==> src/rtl/mcycle_unit.sv <==
// ============================================================================
//  Module      : mcycle_unit
//  Description : Iterative multiply/divide unit for the Execute stage. It uses
//                shift-add multiply and restoring divide, one bit per cycle.
//                Optional macro MCYCLE_EARLY_TERM_EN ends a MUL early once the
//                remaining multiplier bits are all zero.
//  Revision    : 1.0  initial release
// ============================================================================
`default_nettype none
`timescale 1ns/1ps

module mcycle_unit #(
    parameter int WIDTH = 32
) (
    input  logic             CLK,
    input  logic             RESETn,
    input  logic             Start,
    input  logic [1:0]       MCycleOp,
    input  logic [WIDTH-1:0] Operand1,
    input  logic [WIDTH-1:0] Operand2,
    output logic [WIDTH-1:0] Result1,
    output logic [WIDTH-1:0] Result2,
    output logic             Busy,
    output logic             Done
);

    localparam int              CW         = $clog2(WIDTH);
    localparam logic [CW-1:0]   LAST_COUNT = CW'(WIDTH - 1);

    localparam logic [1:0] S_IDLE    = 2'd0;
    localparam logic [1:0] S_COMPUTE = 2'd1;
    localparam logic [1:0] S_DONE    = 2'd2;

    logic [1:0]         state;
    logic [CW-1:0]      count;
    logic [2*WIDTH-1:0] acc;        // MUL: running product; DIV: {remainder, quotient}
    logic [2*WIDTH-1:0] opa;        // MUL: shifted multiplicand; DIV: divisor in low half
    logic [WIDTH-1:0]   opb;        // MUL: remaining multiplier bits
    logic [WIDTH-1:0]   dividend;
    logic               is_div;
    logic               neg_main;
    logic               neg_rem;
    logic               div_zero;
    logic               done_q;

    logic               accept;
    logic               sign1;
    logic               sign2;
    logic [WIDTH-1:0]   mag1;
    logic [WIDTH-1:0]   mag2;
    logic [2*WIDTH-1:0] mul_next;
    logic [2*WIDTH-1:0] mul_prod;
    logic [WIDTH:0]     div_shift;
    logic               div_ge;
    logic [WIDTH-1:0]   div_diff;
    logic [WIDTH-1:0]   div_rem_next;
    logic [WIDTH-1:0]   div_quo_next;
    logic [WIDTH-1:0]   quo_final;
    logic [WIDTH-1:0]   rem_final;
    logic               last_iter;

    assign accept = Start && (state != S_COMPUTE);
    assign Busy   = (Start && ((state == S_IDLE) || (state == S_DONE))) || (state == S_COMPUTE);
    assign Done   = done_q;

    // Magnitudes fit in WIDTH unsigned bits, including the most-negative value.
    assign sign1 = MCycleOp[0] & Operand1[WIDTH-1];
    assign sign2 = MCycleOp[0] & Operand2[WIDTH-1];
    assign mag1  = sign1 ? (-Operand1) : Operand1;
    assign mag2  = sign2 ? (-Operand2) : Operand2;

    assign mul_next = acc + (opb[0] ? opa : '0);
    assign mul_prod = neg_main ? (-mul_next) : mul_next;

    assign div_shift    = {acc[2*WIDTH-1:WIDTH], acc[WIDTH-1]};
    assign div_ge       = div_shift >= {1'b0, opa[WIDTH-1:0]};
    assign div_diff     = div_shift[WIDTH-1:0] - opa[WIDTH-1:0];
    assign div_rem_next = div_ge ? div_diff : div_shift[WIDTH-1:0];
    assign div_quo_next = {acc[WIDTH-2:0], div_ge};

    assign quo_final = div_zero ? '1 : (neg_main ? (-div_quo_next) : div_quo_next);
    assign rem_final = div_zero ? dividend : (neg_rem ? (-div_rem_next) : div_rem_next);

`ifdef MCYCLE_EARLY_TERM_EN
    assign last_iter = (count == LAST_COUNT) || (!is_div && (opb[WIDTH-1:1] == '0));
`else
    assign last_iter = (count == LAST_COUNT);
`endif

    always_ff @(posedge CLK or negedge RESETn) begin
        if (!RESETn) begin
            state    <= S_IDLE;
            count    <= '0;
            acc      <= '0;
            opa      <= '0;
            opb      <= '0;
            dividend <= '0;
            is_div   <= 1'b0;
            neg_main <= 1'b0;
            neg_rem  <= 1'b0;
            div_zero <= 1'b0;
            done_q   <= 1'b0;
            Result1  <= '0;
            Result2  <= '0;
        end else begin
            done_q <= 1'b0;
            case (state)
                S_IDLE, S_DONE: begin
                    if (accept) begin
                        state    <= S_COMPUTE;
                        count    <= '0;
                        is_div   <= MCycleOp[1];
                        neg_main <= sign1 ^ sign2;
                        neg_rem  <= sign1;
                        div_zero <= MCycleOp[1] && (Operand2 == '0);
                        dividend <= Operand1;
                        if (MCycleOp[1]) begin
                            acc <= {{WIDTH{1'b0}}, mag1};
                            opa <= {{WIDTH{1'b0}}, mag2};
                            opb <= '0;
                        end else begin
                            acc <= '0;
                            opa <= {{WIDTH{1'b0}}, mag1};
                            opb <= mag2;
                        end
                    end else begin
                        state <= S_IDLE;
                    end
                end
                S_COMPUTE: begin
                    count <= count + 1'b1;
                    if (is_div) begin
                        acc <= {div_rem_next, div_quo_next};
                    end else begin
                        acc <= mul_next;
                        opa <= {opa[2*WIDTH-2:0], 1'b0};
                        opb <= opb >> 1;
                    end
                    if (last_iter) begin
                        state   <= S_DONE;
                        done_q  <= 1'b1;
                        Result1 <= is_div ? quo_final : mul_prod[WIDTH-1:0];
                        Result2 <= is_div ? rem_final : mul_prod[2*WIDTH-1:WIDTH];
                    end
                end
                default: begin
                    state <= S_IDLE;
                end
            endcase
        end
    end

endmodule

`default_nettype wire
==> config.mk <==
export PLATFORM = sky130hd
export DESIGN_NAME = mcycle_unit
export DESIGN_NICKNAME = d
export VERILOG_FILES = /design/src/rtl/mcycle_unit.sv
export SDC_FILE = /design/constraint.sdc
export NUM_CORES = 1
export LEC_CHECK = 0
export CAP_MARGIN = 20
export CORE_ASPECT_RATIO = 0.8
export CORE_UTILIZATION = 50
export CTS_CLUSTER_SIZE = 14
export DETAILED_ROUTE_END_ITERATION = 10
export PLACE_DENSITY_LB_ADDON = 0.08
export SYNTH_ARGS = -nofsm -noshare
export SYNTH_HDL_FRONTEND = slang
export SYNTH_SLANG_ARGS = --single-unit
==> constraint.sdc <==
create_clock -name CLK -period 5.6 [get_ports CLK]
set_clock_uncertainty 0.1 [all_clocks]
set_input_delay 1.12 -clock CLK [delete_from_list [all_inputs] [get_ports CLK]]
set_output_delay 1.12 -clock CLK [all_outputs]
set_load 0.005 [all_outputs]
; Word level (Yosys, flattened, before mapping)
; Index checks and enable logic that the tools add are counted.
[word_totals]
reg_bits = 268
[classes]
add_sub_neg = 8
order_cmp = 1
eq_ne = 7
mux = 30
bitwise_logic = 3
reduce_logical = 13
[ops]
columns = op, n
row1 = $mux 32, 14
row2 = $mux 64, 6
row3 = $pmux 64 s2, 2
row4 = $neg 32->32, 4
row5 = $add 64x64->64, 1
row6 = $neg 64->64, 1
row7 = $pmux 32 s2, 1
row8 = $ge 33x32->1, 1
row9 = $logic_not 32->1, 1
row10 = $sub 32x32->32, 1
row11 = $pmux 5 s2, 1
row12 = $ne 2x2->1 const B, 3
row13 = $reduce_and 2->1, 3
row14 = $add 5x1->5 const B, 1
row15 = $eq 5x5->1 const B, 1
row16 = $mux 5, 1
row17 = $pmux 2 s2, 1
row18 = $logic_and 1x1->1, 3
row19 = $mux 1, 3
row20 = $reduce_and 3->1, 1
row21 = $and 1x1->1, 2
row22 = $eq 2x1->1 const B, 1
row23 = $eq 2x2->1 const B, 1
row24 = $logic_not 2->1, 1
row25 = other kinds (6), 7

; Depth between registers and ports, before layout
; Gate-level depths: netlist (run 1).
[depth]
word_depth = 6
mapped_depth = 22

; Worst setup path before layout (run 1)
; OpenSTA, ideal clock, no wires.
[synth_path]
path_type = flip-flop to flip-flop
from = reg opb[0]
to = reg Result2[28]
setup_ns = 0.125
arrival_ns = 5.200
required_time_ns = 5.375
setup_slack_ns = 0.175
path_stages_with_launch = 20
n_path_buf = 5
period_less_slack_ns = 5.425
cell_sequence = dfrtp_1 > clkbuf_1 > clkbuf_1 > and2_1 > ha_1 > buf_2 > nand2_1 > or3_1 > clkbuf_1 > or3_1 > a2111oi_0 > nor2_1 > xnor2_1 > or3_4 > or4_4 > buf_6 > or4_4 > nor4b_1 > mux2i_1 > a21oi_1
[synth_between]
elab_chain_cells = 5
[synth_lines]
columns = item, line_no
row1 = from (decl), 38  ; logic [WIDTH-1:0] opb;
row2 = from (signal assigned), 124  ; opb <= mag2;
row3 = from (signal assigned), 137  ; opb <= opb >> 1;
row4 = $mux 64 *, 72  ; assign mul_next = acc + (opb[0] ? opa : '0);
row5 = $add 64x64->64 *, 72
row6 = $neg 64->64, 73  ; assign mul_prod = neg_main ? (-mul_next) : mul_next;
row7 = $mux 64 *, 73
row8 = $mux 32 *, 143  ; Result2 <= is_div ? rem_final : mul_prod[2*WIDTH-1:WIDTH];
row9 = to (signal assigned), 143
row10 = to (decl), 22  ; output logic [WIDTH-1:0] Result2,
; Mark *: on every way between the ends. The rest lies on a longest branch, timed or not.
; A chain may end at the register's enable or synchronous reset.

; Final worst setup path (run 1)
[layout_path]
from = reg opb[0]
to = reg Result2[30]
; The elaborated chain is that of the path after synthesis.

==> results of run 1 <==
-- stage by stage --
stage / hold WS, ns / util, % / instances / cell area [um^2] / setup slack, ns
after floorplan: 0.340 / - / 3050 / 23300 / 0.175
after global placement: 0.353 / 57.5 / 3821 / 26400 / 0.222
after detailed placement: 0.363 / 57.5 / 3821 / 26400 / 0.190
after CTS: 0.379 / 59.9 / 3876 / 27500 / 0.167
after global routing: 0.413 / 60.0 / 3877 / 27500 / 0.000769
final: 0.370 / 60.0 / 3879 / 27600 / 0.136
-- per-layer routing --
layer  share of wire (%)  wire length [um]  GRT usage, %  vias up
li1                    -                 -             -    11400
met1                  44             44500          63.6    12300
met2                  38             38500          55.7     1720
met3                  14             14000          12.0      195
met4                 3.3              3270          11.1        6
met5               0.041                41             0        -
-- repair_timing --
| action | in CTS | in global routing |
|---|---|---|
| buffers inserted | 0 | 1 |
| gates resized for setup | 0 | 11 |
| hold buffers | 0 | 0 |
| endpoints found under the setup margin | 0 | 12 |
| endpoints found under the hold margin | 0 | 0 |
-- kinds of logic (layout without fill, tap and decap cells) --
group                      after synthesis  in the layout  synth area share, %
AOI/OAI and AO/OA                      973            973                 26.8
xor gates and xnor gates               237            237                 8.90
adders and majority gates              104            104                 5.64
buffers and inverters                  267            482                 4.39
DFF                                    268            268                 28.7
muxes                                   66             66                 2.88
other                                    0              2                    0
and+or+nand+nor                       1135           1135                 22.7
-- path summary, 6_finish.rpt --
path	slack, ns	start	end
worst max register to register	0.14	opb[0]	Result2[30]
worst min register to register	0.37	Result1[0]	Result1[0]
worst max-delay path	0.14	opb[0]	Result2[30]
worst min-delay path	0.37	Result1[0]	Result1[0]
max in group asynchronous	3.79	RESETn	dividend[31]
min in group asynchronous	0.40	RESETn	Result1[12]
-- cell usage after synthesis (44+ instances only) --
cell / number / area, um^2
sky130_fd_sc_hd__a21o_1: 51 / 383
sky130_fd_sc_hd__a211oi_1: 45 / 338
sky130_fd_sc_hd__nand2_1: 451 / 1690
sky130_fd_sc_hd__and2_1: 85 / 532
sky130_fd_sc_hd__o21ai_0: 300 / 1500
sky130_fd_sc_hd__clkbuf_1: 160 / 601
sky130_fd_sc_hd__a21oi_1: 203 / 1020
sky130_fd_sc_hd__inv_1: 81 / 304
sky130_fd_sc_hd__ha_1: 102 / 1280
sky130_fd_sc_hd__dfrtp_1: 268 / 6710
sky130_fd_sc_hd__nand3_1: 90 / 450
sky130_fd_sc_hd__mux2i_1: 57 / 571
sky130_fd_sc_hd__xnor2_1: 153 / 1340
sky130_fd_sc_hd__nor2_1: 239 / 897
sky130_fd_sc_hd__xor2_1: 84 / 736
sky130_fd_sc_hd__a221oi_1: 44 / 385
sky130_fd_sc_hd__nor3_1: 70 / 350
-- state kept, by name, summed over array words and instances (netlist names) --
register	flops
opa	64
Result2	32
is_div	1
count	5
neg_rem	1
Result1	32
Done	1
neg_main	1
div_zero	1
acc	64
dividend	32
state	2
opb	32
-- layout make-up --
cell class / count / area (um^2) / area share [%]
Multi-Input combinational cell: 2515 / 15700 / 56.9
Sequential cell: 268 / 6710 / 24.4
Timing Repair Buffer: 344 / 2960 / 10.7
Clock buffer: 38 / 831 / 3.02
Tap cell: 612 / 766 / 2.78
Inverter: 83 / 312 / 1.13
Clock inverter: 17 / 279 / 1.01
Antenna cell: 2 / 5.00 / 0.0182
-- worst max-delay path, delay by kind of cell (launching register included) --
| kind | cells | cell delay [ns] |
|---|---|---|
| muxes | 1 | 0.23 |
| buffers and inverters | 2 | 0.33 |
| DFF | 1 | 0.42 |
| adders and majority gates | 1 | 0.29 |
| and+or+nand+nor | 6 | 2.27 |
| AOI/OAI and AO/OA | 7 | 1.69 |
==> impl_metrics.yaml, run 1 <==
outcome:
  outcome: "finished, final reports clean"
critical_path:
  timing.critical_path.slowest_stage_cell: "sky130_fd_sc_hd__or4_4"
  crit_fanout: 24
  worst_r2r_path_depth: 17
  startpoint_type: "flop"
  crit_arrival_ns: 5.87
  critical_path.cell_chain: "buf_12 > and2_1 > ha_1 > a21o_1 > a31o_1 > a221o_1 > buf_4 > or4b_4 > nand4_4 > a21oi_2 > o32a_4 > or3_4 > or4_4 > or4_4 > o41ai_2 > mux2i_1 > a21oi_1"
  worst-endpoint-required_ns: 6.00
  criticalPathCategory: "flop to flop"
  crit_path_max_incr_delay_ns: 0.57
  setup.worst_path.end_class: "flop"
  cpMostUsedCell: "sky130_fd_sc_hd__or4_4"
detailed_routing:
  drc_errors: 0
  drtIter0Drc: 3500
  avgRoutedWirePerCell_um: 25.9
  drt_first_pass_iters: 6
  drt.antenna.violating_nets: 0
  dr_total_vias: 25700
  wirelength_mm: 100
  via_count_normalized_by_instance_count: 6.63
clock_network:
  htree_levels: 1
  clockBufferDepth: 3
  cts.clk_slew.worst_paths_ns: 0.07
  cts_tree: "done"
  clock_insertion_delay_worst_skew_ns: 0.63
  root_buffer: "sky130_fd_sc_hd__clkbuf_16"
  cts-buffers-inserted: 30
  cts_sinks: 268
cells_and_area:
  final_cell_mix: "sky130_fd_sc_hd__nand2_1, sky130_fd_sc_hd__o21ai_0, sky130_fd_sc_hd__dfrtp_1"
  mostFrequentLayoutCell: "sky130_fd_sc_hd__nand2_1"
  layout-drive-gt1-share_pct: 10.0
  finalNetCount: 3415
  fillerInstances: 4237
  synthToLayoutAreaGrowth_pct: 18.1
die:
  floorplan.initialDensity_pct: 50.8
  io_pins: 135
  dieHeight_um: 195
  row_count: 70
  die_area_um2: 47500
  die_width_um: 244
  core-area_um2: 45900
synth:
  yosys_most_used_dff: "sky130_fd_sc_hd__dfrtp_1"
  synth.yosys.warnings: 0
  syn-cell-area_um2: 23300
  synthCells: 3050
  ys_seq_area_share_pct: 28.7
  syn-mean-instance-area_um2: 7.65
  synth_async_sr_flop_share_pct: 100
  synthesis.nets: 3223
  ys_types: 92
  synth-seq-cells: 268
  synth-edff-count: 0
place:
  routabilityCongestion: 1.02
  detailed_place_hpwl_mm: 78.5
  place.port_buffers: 134
sta:
  report.final.setup_viol: 0
  timing_hold_violations_final: 0
  min_period_over_period_pct: 97.6
  min_period_ns: 5.46
  worst-slew-pin-transition_ns: 1.08
  maxSlewViolCount: 0
  max-slew-margin-rel_pct: 28.0
  rsz0062_at_grt: "true"
  maxClockFrequency_ghz: 0.183
  finalSetupTns_ns: 0
global_route:
  grt_start_max_net_pins: 114
  global_route.usage.total_pct: 41.5
  grt-ovfl-total: 0
  first_pass_grt_wire_length_mm: 150
  grt_antenna_before_repair: 6
  number_of_global_route_vias_before_repair: 23300
worst_hold_path:
  timing.hold.worst_path_depth: 2
  hold_class: "flop to flop"
run:
  maxCapViolations: 0
Power of run 1 is left out: the tool's default activity adds up to more than one toggle a clock period on the data nets, which glitch-free logic cannot reach.
==> run 2: changes to the inputs <==
Settings changed: SKIP_LAST_GASP from default to 1.
==> results of run 2 <==
No change in the layout: final DEF, timing and power equal those of run 1.
Power of run 2 is left out for the same reason.
